`src/rtl/alu_seq_32.sv`:
```
// Two-pass operand sequencer for a 16-bit ALU slice: runs 16-bit ops in one pass, 32-bit ops in two.
// Optional feature macro: ALU_SEQ_CHAIN_EN adds a 'chain' input that feeds the previous c_out into the low pass.
module alu_seq_32 #(
  parameter int W = 16
) (
  input  logic           clk,
  input  logic           rst_n,
  input  logic           start,
  input  logic [3:0]     op,
  input  logic           mode,
  input  logic           wide,
  input  logic [2*W-1:0] a,
  input  logic [2*W-1:0] b,
  input  logic           c_in,
`ifdef ALU_SEQ_CHAIN_EN
  input  logic           chain,
`endif
  output logic [3:0]     alu_op,
  output logic           alu_mode,
  output logic [W-1:0]   alu_x,
  output logic [W-1:0]   alu_y,
  output logic           alu_cin,
  input  logic [W-1:0]   alu_z,
  input  logic           alu_cout,
  output logic [2*W-1:0] result,
  output logic           c_out,
  output logic           zero,
  output logic           busy,
  output logic           done
);

  typedef enum logic [1:0] {IDLE, LO, HI, DONE} state_e;

  state_e         state_q, state_d;
  logic [3:0]     op_q, op_d;
  logic           mode_q, mode_d;
  logic           wide_q, wide_d;
  logic [2*W-1:0] a_q, a_d;
  logic [2*W-1:0] b_q, b_d;
  logic           cin_q, cin_d;
  logic           carry_q, carry_d;
  logic [2*W-1:0] result_q, result_d;
  logic           cout_q, cout_d;
  logic           zero_q, zero_d;
  logic           loCin;
  logic           isHi;
  logic           latchEn;

`ifdef ALU_SEQ_CHAIN_EN
  logic           chain_q, chain_d;
  // cout_q still holds the last completed operation's carry while LO is running
  assign loCin = chain_q ? cout_q : cin_q;
`else
  assign loCin = cin_q;
`endif

  assign latchEn = start && ((state_q == IDLE) || (state_q == DONE));
  assign isHi    = (state_q == HI);

  always_comb begin
    state_d  = state_q;
    op_d     = op_q;
    mode_d   = mode_q;
    wide_d   = wide_q;
    a_d      = a_q;
    b_d      = b_q;
    cin_d    = cin_q;
    carry_d  = carry_q;
    result_d = result_q;
    cout_d   = cout_q;
    zero_d   = zero_q;
`ifdef ALU_SEQ_CHAIN_EN
    chain_d  = chain_q;
    if (latchEn) chain_d = chain;
`endif
    if (latchEn) begin
      op_d   = op;
      mode_d = mode;
      wide_d = wide;
      a_d    = a;
      b_d    = b;
      cin_d  = c_in;
    end
    case (state_q)
      IDLE: begin
        if (start) state_d = LO;
      end
      LO: begin
        result_d[W-1:0] = alu_z;
        carry_d         = alu_cout;
        if (wide_q) begin
          state_d = HI;
        end else begin
          result_d[2*W-1:W] = '0;
          cout_d            = alu_cout;
          zero_d            = (alu_z == '0);
          state_d           = DONE;
        end
      end
      HI: begin
        result_d[2*W-1:W] = alu_z;
        cout_d            = alu_cout;
        zero_d            = (result_q[W-1:0] == '0) && (alu_z == '0);
        state_d           = DONE;
      end
      DONE: begin
        state_d = start ? LO : IDLE;
      end
      default: state_d = IDLE;
    endcase
  end

  always_ff @(posedge clk or negedge rst_n) begin
    if (!rst_n) begin
      state_q  <= IDLE;
      op_q     <= '0;
      mode_q   <= 1'b0;
      wide_q   <= 1'b0;
      a_q      <= '0;
      b_q      <= '0;
      cin_q    <= 1'b0;
      carry_q  <= 1'b0;
      result_q <= '0;
      cout_q   <= 1'b0;
      zero_q   <= 1'b0;
`ifdef ALU_SEQ_CHAIN_EN
      chain_q  <= 1'b0;
`endif
    end else begin
      state_q  <= state_d;
      op_q     <= op_d;
      mode_q   <= mode_d;
      wide_q   <= wide_d;
      a_q      <= a_d;
      b_q      <= b_d;
      cin_q    <= cin_d;
      carry_q  <= carry_d;
      result_q <= result_d;
      cout_q   <= cout_d;
      zero_q   <= zero_d;
`ifdef ALU_SEQ_CHAIN_EN
      chain_q  <= chain_d;
`endif
    end
  end

  // Outside HI the ALU sees the low halves; its output is only consumed in LO and HI
  assign alu_op   = op_q;
  assign alu_mode = mode_q;
  assign alu_x    = isHi ? a_q[2*W-1:W] : a_q[W-1:0];
  assign alu_y    = isHi ? b_q[2*W-1:W] : b_q[W-1:0];
  assign alu_cin  = isHi ? carry_q : loCin;

  assign result = result_q;
  assign c_out  = cout_q;
  assign zero   = zero_q;
  assign busy   = (state_q == LO) || (state_q == HI);
  assign done   = (state_q == DONE);

endmodule
```
`config.mk`:
```
export PLATFORM = sky130hd
export DESIGN_NAME = alu_seq_32
export DESIGN_NICKNAME = d
export VERILOG_FILES = /design/src/rtl/alu_seq_32.sv
export SDC_FILE = /design/constraint.sdc
export NUM_CORES = 1
export LEC_CHECK = 0
export ABC_AREA = 0
export BUFFER_PORTS_ARGS = -buffer_cell sky130_fd_sc_hd__buf_2
export CAP_MARGIN = 5
export CORE_ASPECT_RATIO = 1.75
export CORE_MARGIN = 8
export CORE_UTILIZATION = 45
export DETAILED_ROUTE_END_ITERATION = 7
export PLACE_DENSITY = 0.76
export SLEW_MARGIN = 5
export SYNTH_ARGS = -nofsm -noshare
export SYNTH_HDL_FRONTEND = slang
export SYNTH_SLANG_ARGS = --single-unit
export TNS_END_PERCENT = 1
```
`constraint.sdc`:
```
create_clock -name clk -period 3.65 [get_ports clk]
set_input_delay 0 -clock clk [delete_from_list [all_inputs] [get_ports clk]]
set_output_delay 0 -clock clk [all_outputs]
set_load 0.05 [all_outputs]
```
==> qor.csv <==
metric;value;unit
outcome;complete, no violations;
reg-to-reg slack, setup;1.31;ns
die height;155;um
Clock power frac;12.1;%
Seq/Total Area, Yosys;54.0;%
Peak VDD IR;0.627;mV
Initial DRT Pass Iterations;4;
worst path bufs/invs;3;
Worst path depth;5;
Post-Syn Nets;423;
Pwr Density;1100;nW/um2
vias in the first global route;3991;
CP Class;flop to output pin;
Ys Warns;0;
Vias;3571;
worst slew pin tran;1.05;ns
initial core utilization;45.6;%
initial antenna violation count;2;
Clk Latency, worst-skew pair;0.35;ns
WL/cell;18.3;um
Syn Inst Count;327;
CTS hold repair buffers;89;
clock root buffer;clkbuf_16;
Fmax;386;MHz
Min-Delay Path Class;input port to flop;
Clock Sinks;108;
max_slew headroom;30.2;%
first-pass GRT wire length;20600;um
FF+latch count, synth;108;
Congestion Overflow GR;0;
Core Box Area;11000;um2
Critical R2R Capture;b_q[29];
RSZ-0062 raised after global routing;false;
Num CTS Buffers;9;
Clock Path Buffers;2;
setup TNS;0;ns
switching power;3.66;mW
Req. time, crit path;3.65;ns
CP Capture Type;output pin;
hpwl dp;8860;um
LEAKAGE;3.38;nW
Critical Path Fanout Max;27;
CP endpoint;alu_y[4];
Critical Path, Cell by Cell;inv_1, ha_2, buf_4, mux2_2, buf_2;
post-synthesis cell type count;26;
non-filler cells in the finished layout;716;
Reg-to-Reg Start;state_q[0];
maxcap violations;0;
ANT nets after route;0;
CP delay by family, top;buffers and inverters;
post-CTS setup repair buffer count;0;
Comb power frac;59.7;%
GRT Total Usage;17.8;%
slowest stage delay, CP;0.64;ns
Fin. Hold Viols;0;
Mapped Area;5000;um2
number of remaining DRC errors;0;
Sw Share;47.7;%
final WL;13100;um
Reg2Reg Depth;5;
vias per cell;4.99;
Starting DRT DRC Count;82;
Final nets;674;
Port-buffer cells;164;
slowest CP cell;ha_2;
# rows;51;
clk_skew;0.0112;ns
placed cells;610;
final setup violation count;0;
Worst Setup Start Kind;flop;
Avg Inst Size Synth;15.3;um2
Die ar.;14900;um2
TritonCTS clock tree;yes;
I/O pin total;165;
Tcrit/Tclk final;70.9;%
Clock H-tree levels;3;
CP Launch Point;state_q[0];
chip width;95.7;um
Internal Power;4.02;mW
RePlAce Congestion;0.797;
Slew Viols, Final;0;
post-layout minimum cycle time;2.59;ns
fin util;63.8;%
Flop pwr share;28.2;%
clock transition at the registers of the reported paths;0.07;ns
largest net degree at the start of global routing;84;
layout cells sized above 1;53.3;%
Layout area overhead;39.9;%
Post-CTS Resized;0;
crit path DAT;2.59;ns
## worst min-delay path by stage
stage,from,endpoint,slack [ns],depth (start not counted)
2_1_floorplan,rst_n,a_q[0],-0.30,0
3_5_place_dp,b[19],b_q[19],0.23,2
6_report,start,state_q[0],0.03,3
3_3_place_gp,rst_n,a_q[11],0.22,1
5_1_grt,start,state_q[0],0.05,3
4_1_cts,start,state_q[0],0.01,3
## synthesized netlist by cell type
cell type | instances | area [um2]
a211oi_1 | 1 | 7.51
a31oi_1 | 1 | 6.26
a41oi_1 | 1 | 8.76
buf_12 | 8 | 160
buf_2 | 6 | 30.0
buf_4 | 2 | 15.0
buf_6 | 1 | 11.3
clkbuf_1 | 1 | 3.75
dfrtp_1 | 108 | 2700
ha_1 | 5 | 62.6
inv_1 | 18 | 67.6
inv_2 | 1 | 3.75
mux2_2 | 52 | 586
mux2_4 | 70 | 1050
nand2_1 | 2 | 7.51
nand2b_1 | 2 | 12.5
nand3_1 | 16 | 80.1
nand4_1 | 1 | 6.26
nor2_1 | 1 | 3.75
nor2b_4 | 1 | 13.8
nor4_1 | 8 | 50.1
o211ai_1 | 1 | 7.51
o21ai_0 | 7 | 35.0
o21ai_1 | 11 | 55.1
o21ai_2 | 1 | 8.76
o31ai_1 | 1 | 7.51
## registers in the layout (all words and copies together) (netlist names)
register and flops:
b_q 32, alu_op 4, a_q 32, wide_q 1, zero 1, cin_q 1, c_out 1, alu_mode 1
carry_q 1, result 32, state_q 2
## per-layer routing
metal | share of wire (%) | global-route usage [%] | vias to the layer above
met5 | 0 | 0 | -
li1 | - | - | 1654
met4 | 2.8 | 8.18 | 0
met2 | 54 | 31.4 | 111
met3 | 6.3 | 4.44 | 25
met1 | 37 | 19.2 | 1781
## power groups by stage
stage / registers (mW) / clock network [mW] / logic (mW)
after floorplan: 2.75 / 0 / 3.19
after global placement: 2.14 / 0 / 4.43
after detailed placement: 2.17 / 0 / 4.52
after CTS: 2.16 / 0.960 / 4.61
after global routing: 2.24 / 1.01 / 4.81
final: 2.16 / 0.932 / 4.59
## cell usage in the layout (no fill, tap or decap)
| cell type | Yosys | final |
|---|---|---|
| nor2b_4 | 1 | 1 |
| buf_12 | 8 | 1 |
| inv_2 | 1 | 1 |
| o21ai_2 | 1 | 1 |
| buf_4 | 2 | 5 |
| o21ai_0 | 7 | 7 |
| dlygate4sd3_1 | 0 | 89 |
| mux2_2 | 52 | 52 |
| dfrtp_1 | 108 | 108 |
| ha_2 | 0 | 1 |
| clkinvlp_4 | 0 | 1 |
| a211oi_1 | 1 | 1 |
| a41oi_1 | 1 | 1 |
| clkbuf_16 | 0 | 9 |
| nor2_1 | 1 | 1 |
| clkinv_4 | 0 | 1 |
| nand2_1 | 2 | 2 |
| inv_1 | 18 | 18 |
| o31ai_1 | 1 | 1 |
| buf_2 | 6 | 163 |
| diode_2 | 0 | 2 |
| mux2_4 | 70 | 70 |
| a31oi_1 | 1 | 1 |
| nor4_1 | 8 | 8 |
| nand2b_1 | 2 | 2 |
| o211ai_1 | 1 | 1 |
| o21ai_1 | 11 | 11 |
| ha_1 | 5 | 4 |
| nand3_1 | 16 | 16 |
| inv_6 | 0 | 2 |
| inv_8 | 0 | 2 |
| nand4_1 | 1 | 1 |
## cells by family (layout without fill, tap and decap cells)
kind of cell	count (synthesis)	in the layout	synth area share (%)
buf+inv	37	292	5.83
mux	122	122	32.7
fa+ha+maj	5	5	1.25
other cells	0	2	0
flops	108	108	54.0
simple gates	31	31	3.48
compound gates	24	24	2.73
## per-stage QoR
| stage | hold slack, ns | power (mW) | instance area, um2 | setup slack, ns |
|---|---|---|---|---|
| 6_report | 0.0256 | 7.68 | 7000 | 1.06 |
| 5_1_grt | 0.0513 | 8.06 | 7000 | 0.909 |
| 4_1_cts | 0.0146 | 7.73 | 7000 | 1.03 |
| 3_5_place_dp | 0.235 | 6.69 | 5820 | 1.32 |
| 3_3_place_gp | 0.225 | 6.57 | 5820 | 1.43 |
| 2_1_floorplan | -0.296 | 5.94 | 5000 | 1.76 |
## worst min-delay path, delay by kind of cell
family | cells | cell delay (ns)
AOI/OAI and AO/OA | 2 | 0.22
buffers and inverters | 1 | 0.10
## cell type report
type	instances	area, um2
fillers	805	3970
flip-flops and latches	108	2700
multi-input cells	182	2010
repair buffers	258	1760
clock buffers	9	225
well taps	132	165
inverters	19	71.3
clock inverters	6	56.3
diodes	2	5.00
(Power assumes the default switching activity.)
